`src/rtl/z80db_pkg.sv`:
```
// z80db_pkg: shared types and constants for the Z80 debug board blocks.
// Loader FSM encoding, SRAM/length widths and active-low levels.
package z80db_pkg;

  localparam int SRAM_AW = 14;
  localparam int LEN_W   = 15;

  localparam logic ACT   = 1'b0;
  localparam logic INACT = 1'b1;

  typedef logic [2:0] state_t;

  localparam state_t S_IDLE    = 3'd0;
  localparam state_t S_REQ     = 3'd1;
  localparam state_t S_ADDR    = 3'd2;
  localparam state_t S_SETUP   = 3'd3;
  localparam state_t S_STROBE  = 3'd4;
  localparam state_t S_HOLD    = 3'd5;
  localparam state_t S_RELEASE = 3'd6;
  localparam state_t S_WREL    = 3'd7;

endpackage

```
`src/rtl/z80_cache_loader_if.sv`:
```
// z80_cache_loader_if: host stream, Z80 bus arbitration and SRAM pins.
// master = the loader, slave = host/board side.
interface z80_cache_loader_if;
  import z80db_pkg::*;

  logic               start;
  logic               abort;
  logic               bank;
  logic [SRAM_AW-1:0] base_addr;
  logic [LEN_W-1:0]   length;
  logic [7:0]         s_data;
  logic               s_valid;
  logic               s_ready;
  logic               busrq;
  logic               busak;
  logic               bus_oe;
  logic [SRAM_AW-1:0] a_out;
  logic [7:0]         d_out;
  logic               ma14;
  logic               mce;
  logic               mwe;
  logic               moe;
  logic               busy;
  logic               done;
  logic               err;

  modport master (
    input  start, abort, bank, base_addr, length,
    input  s_data, s_valid, busak,
    output s_ready, busrq, bus_oe, a_out, d_out,
    output ma14, mce, mwe, moe, busy, done, err
  );

  modport slave (
    output start, abort, bank, base_addr, length,
    output s_data, s_valid, busak,
    input  s_ready, busrq, bus_oe, a_out, d_out,
    input  ma14, mce, mwe, moe, busy, done, err
  );

endinterface

```
`src/rtl/z80db_sync2.sv`:
```
// z80db_sync2: two-flop synchroniser for asynchronous Z80 inputs.
// Reset value is selectable so active-low lines reset inactive.
module z80db_sync2 #(
  parameter logic RST_VAL = 1'b1
) (
  input  logic clk,
  input  logic reset,
  input  logic d,
  output logic q
);

  logic s1;

  // two-stage capture of the asynchronous input
  always_ff @(posedge clk) begin
    if (reset) begin
      s1 <= RST_VAL;
      q  <= RST_VAL;
    end else begin
      s1 <= d;
      q  <= s1;
    end
  end

endmodule

```
`src/rtl/z80_cache_loader.sv`:
```
// z80_cache_loader: takes the Z80 bus and fills the shadow-ROM cache SRAM
// from a host byte stream using timed CE/WE write cycles.
module z80_cache_loader
  import z80db_pkg::*;
#(
  parameter int SETUP_CYC   = 1,
  parameter int WE_CYC      = 2,
  parameter int HOLD_CYC    = 1,
  parameter int ACK_TIMEOUT = 1023
) (
  input logic                clk,
  input logic                reset,
  z80_cache_loader_if.master bus
);

  localparam int CW =
    $clog2(ACK_TIMEOUT + SETUP_CYC + WE_CYC + HOLD_CYC + 1);

  state_t           state;
  state_t           nstate;
  logic [CW-1:0]    cnt;
  logic [LEN_W-1:0] rem;
  logic             bank_q;
  logic             ack_n;
  logic             go;
  logic             last;

  z80db_sync2 #(.RST_VAL(INACT)) u_ack_sync (
    .clk   (clk),
    .reset (reset),
    .d     (bus.busak),
    .q     (ack_n)
  );

  assign go   = (state == S_IDLE) && bus.start && (bus.length != '0);
  assign last = (rem == LEN_W'(1));

  // abort blocks the handshake so a refused byte stays with the host
  assign bus.s_ready = (state == S_ADDR) && !bus.abort;
  assign bus.moe     = INACT;

  // next-state decode; phase counters restart on every state change
  always_comb begin
    nstate = state;
    unique case (state)
      S_IDLE:    if (go) nstate = S_REQ;
      S_REQ: begin
        if (ack_n == ACT)              nstate = S_ADDR;
        else if (cnt == CW'(ACK_TIMEOUT)) nstate = S_IDLE;
      end
      S_ADDR: begin
        if (bus.abort)        nstate = S_RELEASE;
        else if (bus.s_valid) nstate = S_SETUP;
      end
      S_SETUP:   if (cnt == CW'(SETUP_CYC - 1)) nstate = S_STROBE;
      S_STROBE:  if (cnt == CW'(WE_CYC - 1))    nstate = S_HOLD;
      S_HOLD: begin
        if (cnt == CW'(HOLD_CYC - 1))
          nstate = last ? S_RELEASE : S_ADDR;
      end
      S_RELEASE: nstate = S_WREL;
      S_WREL:    if (ack_n == INACT) nstate = S_IDLE;
      default:   nstate = S_IDLE;
    endcase
  end

  // state, datapath and glitch-free registered pin drive
  always_ff @(posedge clk) begin
    if (reset) begin
      state      <= S_IDLE;
      cnt        <= '0;
      rem        <= '0;
      bank_q     <= 1'b0;
      bus.a_out  <= '0;
      bus.d_out  <= '0;
      bus.ma14   <= 1'b0;
      bus.busrq  <= INACT;
      bus.bus_oe <= 1'b0;
      bus.mce    <= INACT;
      bus.mwe    <= INACT;
      bus.busy   <= 1'b0;
      bus.done   <= 1'b0;
      bus.err    <= 1'b0;
    end else begin
      state      <= nstate;
      cnt        <= (nstate != state) ? '0 : cnt + 1'b1;
      bus.busrq  <= (nstate == S_IDLE) || (nstate == S_WREL);
      bus.bus_oe <= nstate inside {S_ADDR, S_SETUP, S_STROBE, S_HOLD};
      bus.mce    <= !(nstate inside {S_SETUP, S_STROBE, S_HOLD});
      bus.mwe    <= (nstate != S_STROBE);
      bus.done   <= ((state == S_IDLE) && bus.start &&
                     (bus.length == '0)) ||
                    ((state == S_WREL) && (nstate == S_IDLE));
      if (go) begin
        bus.a_out <= bus.base_addr;
        rem       <= bus.length;
        bank_q    <= bus.bank;
        bus.err   <= 1'b0;
        bus.busy  <= 1'b1;
      end
      if ((state == S_REQ) && (nstate == S_IDLE)) begin
        bus.err  <= 1'b1;
        bus.busy <= 1'b0;
      end
      if ((state == S_REQ) && (nstate == S_ADDR))
        bus.ma14 <= bank_q;
      if ((state == S_ADDR) && (nstate == S_SETUP))
        bus.d_out <= bus.s_data;
      if ((state == S_HOLD) && (nstate != S_HOLD)) begin
        rem <= rem - 1'b1;
        if (nstate == S_ADDR)
          bus.a_out <= bus.a_out + 1'b1;
      end
      if ((state == S_WREL) && (nstate == S_IDLE))
        bus.busy <= 1'b0;
    end
  end

endmodule

```
`src/flat_wrapper.sv`:
```
// flat-port wrapper written by rule: the top's interface ports become plain ports
module z80_cache_loader_flat import z80db_pkg::*;
#(
  parameter int SETUP_CYC   = 1,
  parameter int WE_CYC      = 2,
  parameter int HOLD_CYC    = 1,
  parameter int ACK_TIMEOUT = 1023
)
  (clk, reset, bus_start, bus_abort, bus_bank, bus_base_addr, bus_length, bus_s_data, bus_s_valid, bus_busak, bus_s_ready, bus_busrq, bus_bus_oe, bus_a_out, bus_d_out, bus_ma14, bus_mce, bus_mwe, bus_moe, bus_busy, bus_done, bus_err);
  z80_cache_loader_if bus_i ();
  input logic clk;
  input logic reset;
  input wire logic [$bits(bus_i.start)-1:0] bus_start;
  input wire logic [$bits(bus_i.abort)-1:0] bus_abort;
  input wire logic [$bits(bus_i.bank)-1:0] bus_bank;
  input wire logic [$bits(bus_i.base_addr)-1:0] bus_base_addr;
  input wire logic [$bits(bus_i.length)-1:0] bus_length;
  input wire logic [$bits(bus_i.s_data)-1:0] bus_s_data;
  input wire logic [$bits(bus_i.s_valid)-1:0] bus_s_valid;
  input wire logic [$bits(bus_i.busak)-1:0] bus_busak;
  output wire logic [$bits(bus_i.s_ready)-1:0] bus_s_ready;
  output wire logic [$bits(bus_i.busrq)-1:0] bus_busrq;
  output wire logic [$bits(bus_i.bus_oe)-1:0] bus_bus_oe;
  output wire logic [$bits(bus_i.a_out)-1:0] bus_a_out;
  output wire logic [$bits(bus_i.d_out)-1:0] bus_d_out;
  output wire logic [$bits(bus_i.ma14)-1:0] bus_ma14;
  output wire logic [$bits(bus_i.mce)-1:0] bus_mce;
  output wire logic [$bits(bus_i.mwe)-1:0] bus_mwe;
  output wire logic [$bits(bus_i.moe)-1:0] bus_moe;
  output wire logic [$bits(bus_i.busy)-1:0] bus_busy;
  output wire logic [$bits(bus_i.done)-1:0] bus_done;
  output wire logic [$bits(bus_i.err)-1:0] bus_err;
  assign bus_i.start = bus_start;
  assign bus_i.abort = bus_abort;
  assign bus_i.bank = bus_bank;
  assign bus_i.base_addr = bus_base_addr;
  assign bus_i.length = bus_length;
  assign bus_i.s_data = bus_s_data;
  assign bus_i.s_valid = bus_s_valid;
  assign bus_i.busak = bus_busak;
  assign bus_s_ready = bus_i.s_ready;
  assign bus_busrq = bus_i.busrq;
  assign bus_bus_oe = bus_i.bus_oe;
  assign bus_a_out = bus_i.a_out;
  assign bus_d_out = bus_i.d_out;
  assign bus_ma14 = bus_i.ma14;
  assign bus_mce = bus_i.mce;
  assign bus_mwe = bus_i.mwe;
  assign bus_moe = bus_i.moe;
  assign bus_busy = bus_i.busy;
  assign bus_done = bus_i.done;
  assign bus_err = bus_i.err;
  z80_cache_loader #(.SETUP_CYC(SETUP_CYC), .WE_CYC(WE_CYC), .HOLD_CYC(HOLD_CYC), .ACK_TIMEOUT(ACK_TIMEOUT)) u_core (.clk(clk), .reset(reset), .bus(bus_i));
endmodule
```
`config.mk`:
```
export PLATFORM = sky130hd
export DESIGN_NAME = z80_cache_loader_flat
export DESIGN_NICKNAME = d
export VERILOG_FILES = /design/src/rtl/z80db_pkg.sv /design/src/rtl/z80_cache_loader_if.sv /design/src/rtl/z80db_sync2.sv /design/src/rtl/z80_cache_loader.sv /design/src/flat_wrapper.sv
export SDC_FILE = /design/constraint.sdc
export NUM_CORES = 1
export LEC_CHECK = 0
export CORE_MARGIN = 2
export CORE_UTILIZATION = 25
export CTS_BUF_LIST = sky130_fd_sc_hd__clkbuf_4
export DETAILED_ROUTE_END_ITERATION = 8
export PLACE_DENSITY = 0.5
export SLEW_MARGIN = 20
export SYNTH_ARGS = -nofsm -noshare
export SYNTH_HDL_FRONTEND = slang
export SYNTH_HIERARCHICAL = 1
export SYNTH_SLANG_ARGS = --single-unit
```
`constraint.sdc`:
```
create_clock -name clk -period 2.4 [get_ports clk]
set_input_delay 0.72 -clock clk [delete_from_list [all_inputs] [get_ports clk]]
set_output_delay 0.72 -clock clk [all_outputs]
set_load 0.01 [all_outputs]
```
==> summary.md <==
| Metric | Value |
|---|---|
| Antenna-violating nets left | 0 |
| RSZ-0062 raised after global routing | yes |
| Detailed Place HPWL | 7560 um |
| Initial antenna violation count | 0 |
| Commonest cells in the netlist | 62 x dfxtp_1, 45 x a21oi_1, 40 x nor2_1, 39 x nand2_1, 25 x nor3_1 |
| Final WL | 10300 um |
| Crit path required time | around 2.8 ns |
| Total Die Area | around 14000 um^2 |
| Largest cells by area after synthesis | dfxtp_1 39%, a21oi_1 7.0%, nor2_1 4.7% |
| Outcome | finished, final reports clean |
| Placeable core region | 12600 um^2 |
| Hold Fails Final Rpt | 0 |
| Async SR Flop Fraction | 0 |
| CP peak stage delay | ~0.58 ns |
| Die Span Y | 117 um |
| Global-route wire length before repair | 16400 um |
| Sequential area share after synthesis | 0.388 |
| Clk buf depth | 2 |
| Clk_skew | 0.0177 ns |
| Share of cells above drive strength 1 | 0.191 |
| Met2 routed WL | approximately 4900 um |
| Mapped cell area | between 3000 and 4000 um^2 |
| Worst hold path type | flop to flop |
| Endpoints failing setup | 0 |
| Area of the multi-input gates | 1870 um^2 |
| DRC Markers | 0 |
| IO Count | 76 |
| Startpoint Class | flop |
| Main synth FF type | dfxtp_1 |
| Critical Setup Path Class | flop to flop |
| Leading area contributor after synthesis | dfxtp_1 |
| Row count | 41 |
| Number of synthesized flops with an enable pin | 0 |
| Total Nets Final | 585 |
| Final Slew Violations | 0 |
| CP Cell Sequence | or4_4 > buf_4 > nor3_4 > nor2_1 > or3_1 > or3b_1 > a21oi_1 |
| Clock sink count | between 60 and 70 |
| Die W | 117 um |
| Antenna diodes | 0 |
| IO Port Bufs | 74 |
| CTS tree | yes |
| Worst-path fanout max | 5 |
| Top-count cell post-synth | dfxtp_1 |
| Post-Synthesis Cells | 412 |
| Leak Pwr | 1.73 nW |
| Synthesized area per cell | 7.76 um^2 |
| WL met3 | 668 um |
| Post-route met1 wirelength | 4470 um |
| CP max stage cell | or4_4 |
| P&R area growth vs syn | 48.8% |
| Fill cells | between 1k and 1.5k |
| Pre-CTS setup slack | -0.488 ns |
| Clk Tree Root Cell | clkbuf_4 |
| Clk_lat worst skew | 0.41 ns |
| Num CTS Buffers | 9 |
| Placer Congestion | between 0.8 and 0.9 |
| Total track usage | 0.154 |
| PnR worst setup slack | around 0.034 ns |
| Max Cap Viol | 0 |
| Routed via count | between 3k and 4k |
| Flops & latches, synth | a little over 60 |
| Router iterations before antenna repair | 4 |
| Share of Yosys cell area claimed by the top area cell type | 0.388 |
| Top Metal Used | met4 |
| Reg clk slew, reported paths | ~0.11 ns |
| Final min period | around 2.4 ns |
| Drt via density | about 4.9 |
| Max VDD drop | approximately 0.23 mV |
| Routed WL per cell | 14.5 um |
| YS warnings | 6 |
| Crit path DAT | approximately 2.7 ns |
| Final hold slack | about 0.41 ns |
| PwrDens | 530 nW/um^2 |
| Maximum number of pins on one net before global-route repair | 48 |
| Yosys cell types | 51 |
| Initial Util | 0.254 |
| Gr ovfl total | 0 |
| FMAX | 423 MHz |
| Synth Net Count | 462 |
| Vias in the first global route | 3377 |
| Setup crit end kind | flop |
| Tcrit/Tclk final | 0.986 |
| FF+latch area | 1240 um^2 |
| Max H-tree Level | 3 |
| CTS Hold Buffers Added | 0 |
| Initial DRC count | 191 |
==> layout make-up <==
| class | count | share of cell area |
|---|---|---|
| inverters | 14 | 0.0110 |
| well taps | 172 | 0.0452 |
| clock buffers | 9 | 0.0142 |
| repair buffers | 137 | 0.261 |
| flip-flops and latches | 62 | 0.261 |
| clock inverters | 7 | 0.0137 |
| multi-input cells | 311 | 0.393 |
==> cell usage in the layout (no fill, tap or decap), types with 3 or more instances in the layout <==
cell             netlist  final
a21oi_1               45     45
o21ai_0               15     15
nand2_1               39     39
ha_1                   6      6
nor3_1                25     24
buf_4                  1     56
nor2_1                40     39
clkbuf_4               0      9
or3_1                  6      6
a22oi_1                4      4
o211ai_1               3      3
nor3b_1                4      4
or2_1                  4      3
nand3_1               24     24
o21ai_1                9      9
clkinv_2               0      3
a211oi_1               4      4
nand2b_1               3      3
clkdlybuf4s50_1        0     70
xnor2_1                6      6
dfxtp_1               62     60
a31oi_1               10     10
xor2_1                 4      4
mux2i_1                3      3
nand3b_1               4      4
and3_1                 3      3
or4_4                  1      4
buf_2                  6      3
buf_6                  0      4
inv_1                 14     14
o22ai_1                3      3
nor4_1                12      8
nand4_1                4      4
nor4_2                 0      4
a32oi_1                4      4
==> state kept, by name (all words and copies together), names as in the netlist <==
register	cells
u_core/bank_q	1
u_core/bus.a_out	14
u_core/bus.bus_oe	1
u_core/bus.busrq	1
u_core/bus.busy	1
u_core/bus.d_out	8
u_core/bus.done	1
u_core/bus.err	1
u_core/bus.ma14	1
u_core/bus.mce	1
u_core/bus.mwe	1
u_core/cnt	11
u_core/rem	15
u_core/state	3
u_core/u_ack_sync/q	1
u_core/u_ack_sync/s1	1
==> power by group <==
part	total, mW	switching [mW]	internal (mW)
Clock	0.717	0.406	0.310
Sequential	1.16	0.0674	1.09
Combinational	0.645	0.332	0.314
Total	2.52	0.805	1.72
==> worst max-delay path: cells and delay by family, from the launching register on <==
kind                   cells  cell delay (ns)
AOI/OAI and AO/OA          1             0.13
and+or+nand+nor            5             1.68
buffers and inverters      1             0.17
DFF                        1             0.33
==> worst paths after layout <==
| path | depth (start not counted) | start | slack [ns] | endpoint |
|---|---|---|---|---|
| setup / recovery | 7 | u_core/cnt[2] | 0.03 | u_core/bus.bus_oe |
| hold / removal | 1 | u_core/u_ack_sync/s1 | 0.41 | u_core/u_ack_sync/q |
| setup reg to reg | 7 | u_core/cnt[2] | 0.03 | u_core/bus.bus_oe |
| hold reg to reg | 1 | u_core/u_ack_sync/s1 | 0.41 | u_core/u_ack_sync/q |
==> logic make-up after synthesis <==
family,count (synthesis),synth area share
AND/OR/NAND/NOR,186,0.303
AO/OA/AOI/OAI,105,0.198
flip-flops,62,0.388
buffers and inverters,39,0.0493
XOR/XNOR,10,0.0274
adder cells (fa/ha/maj),6,0.0235
multiplexers,3,0.00939
other,1,0.00117
==> metal layers <==
metal  GRT usage  vias up
li1            -     1736
met1       0.193     1610
met2       0.255      105
met3      0.0324       15
met4      0.0675        0
met5           0        -
==> metrics by stage <==
| step | instance area [um^2] | util | total power [mW] | TNS, ns | cells |
|---|---|---|---|---|---|
| floorplan | 3200 | - | 1.48 | -0.00386 | 412 |
| global placement | 4530 | 0.360 | 1.79 | -16.16 | 694 |
| detailed placement | 4530 | 0.360 | 1.80 | -16.37 | 694 |
| CTS | 4680 | 0.373 | 2.55 | 0 | 710 |
| global route | 4760 | 0.379 | 2.67 | -0.136 | 712 |
| finish | 4760 | 0.379 | 2.52 | 0 | 712 |
==> what timing repair did <==
action,in CTS,in global routing
pin swaps,1,8
cloned,0,1
resized for setup,12,15
buffers inserted,0,1
endpoints found under the setup margin,9,32
hold endpoints to repair,0,0
Note: power is estimated with default switching activity, not from simulation.
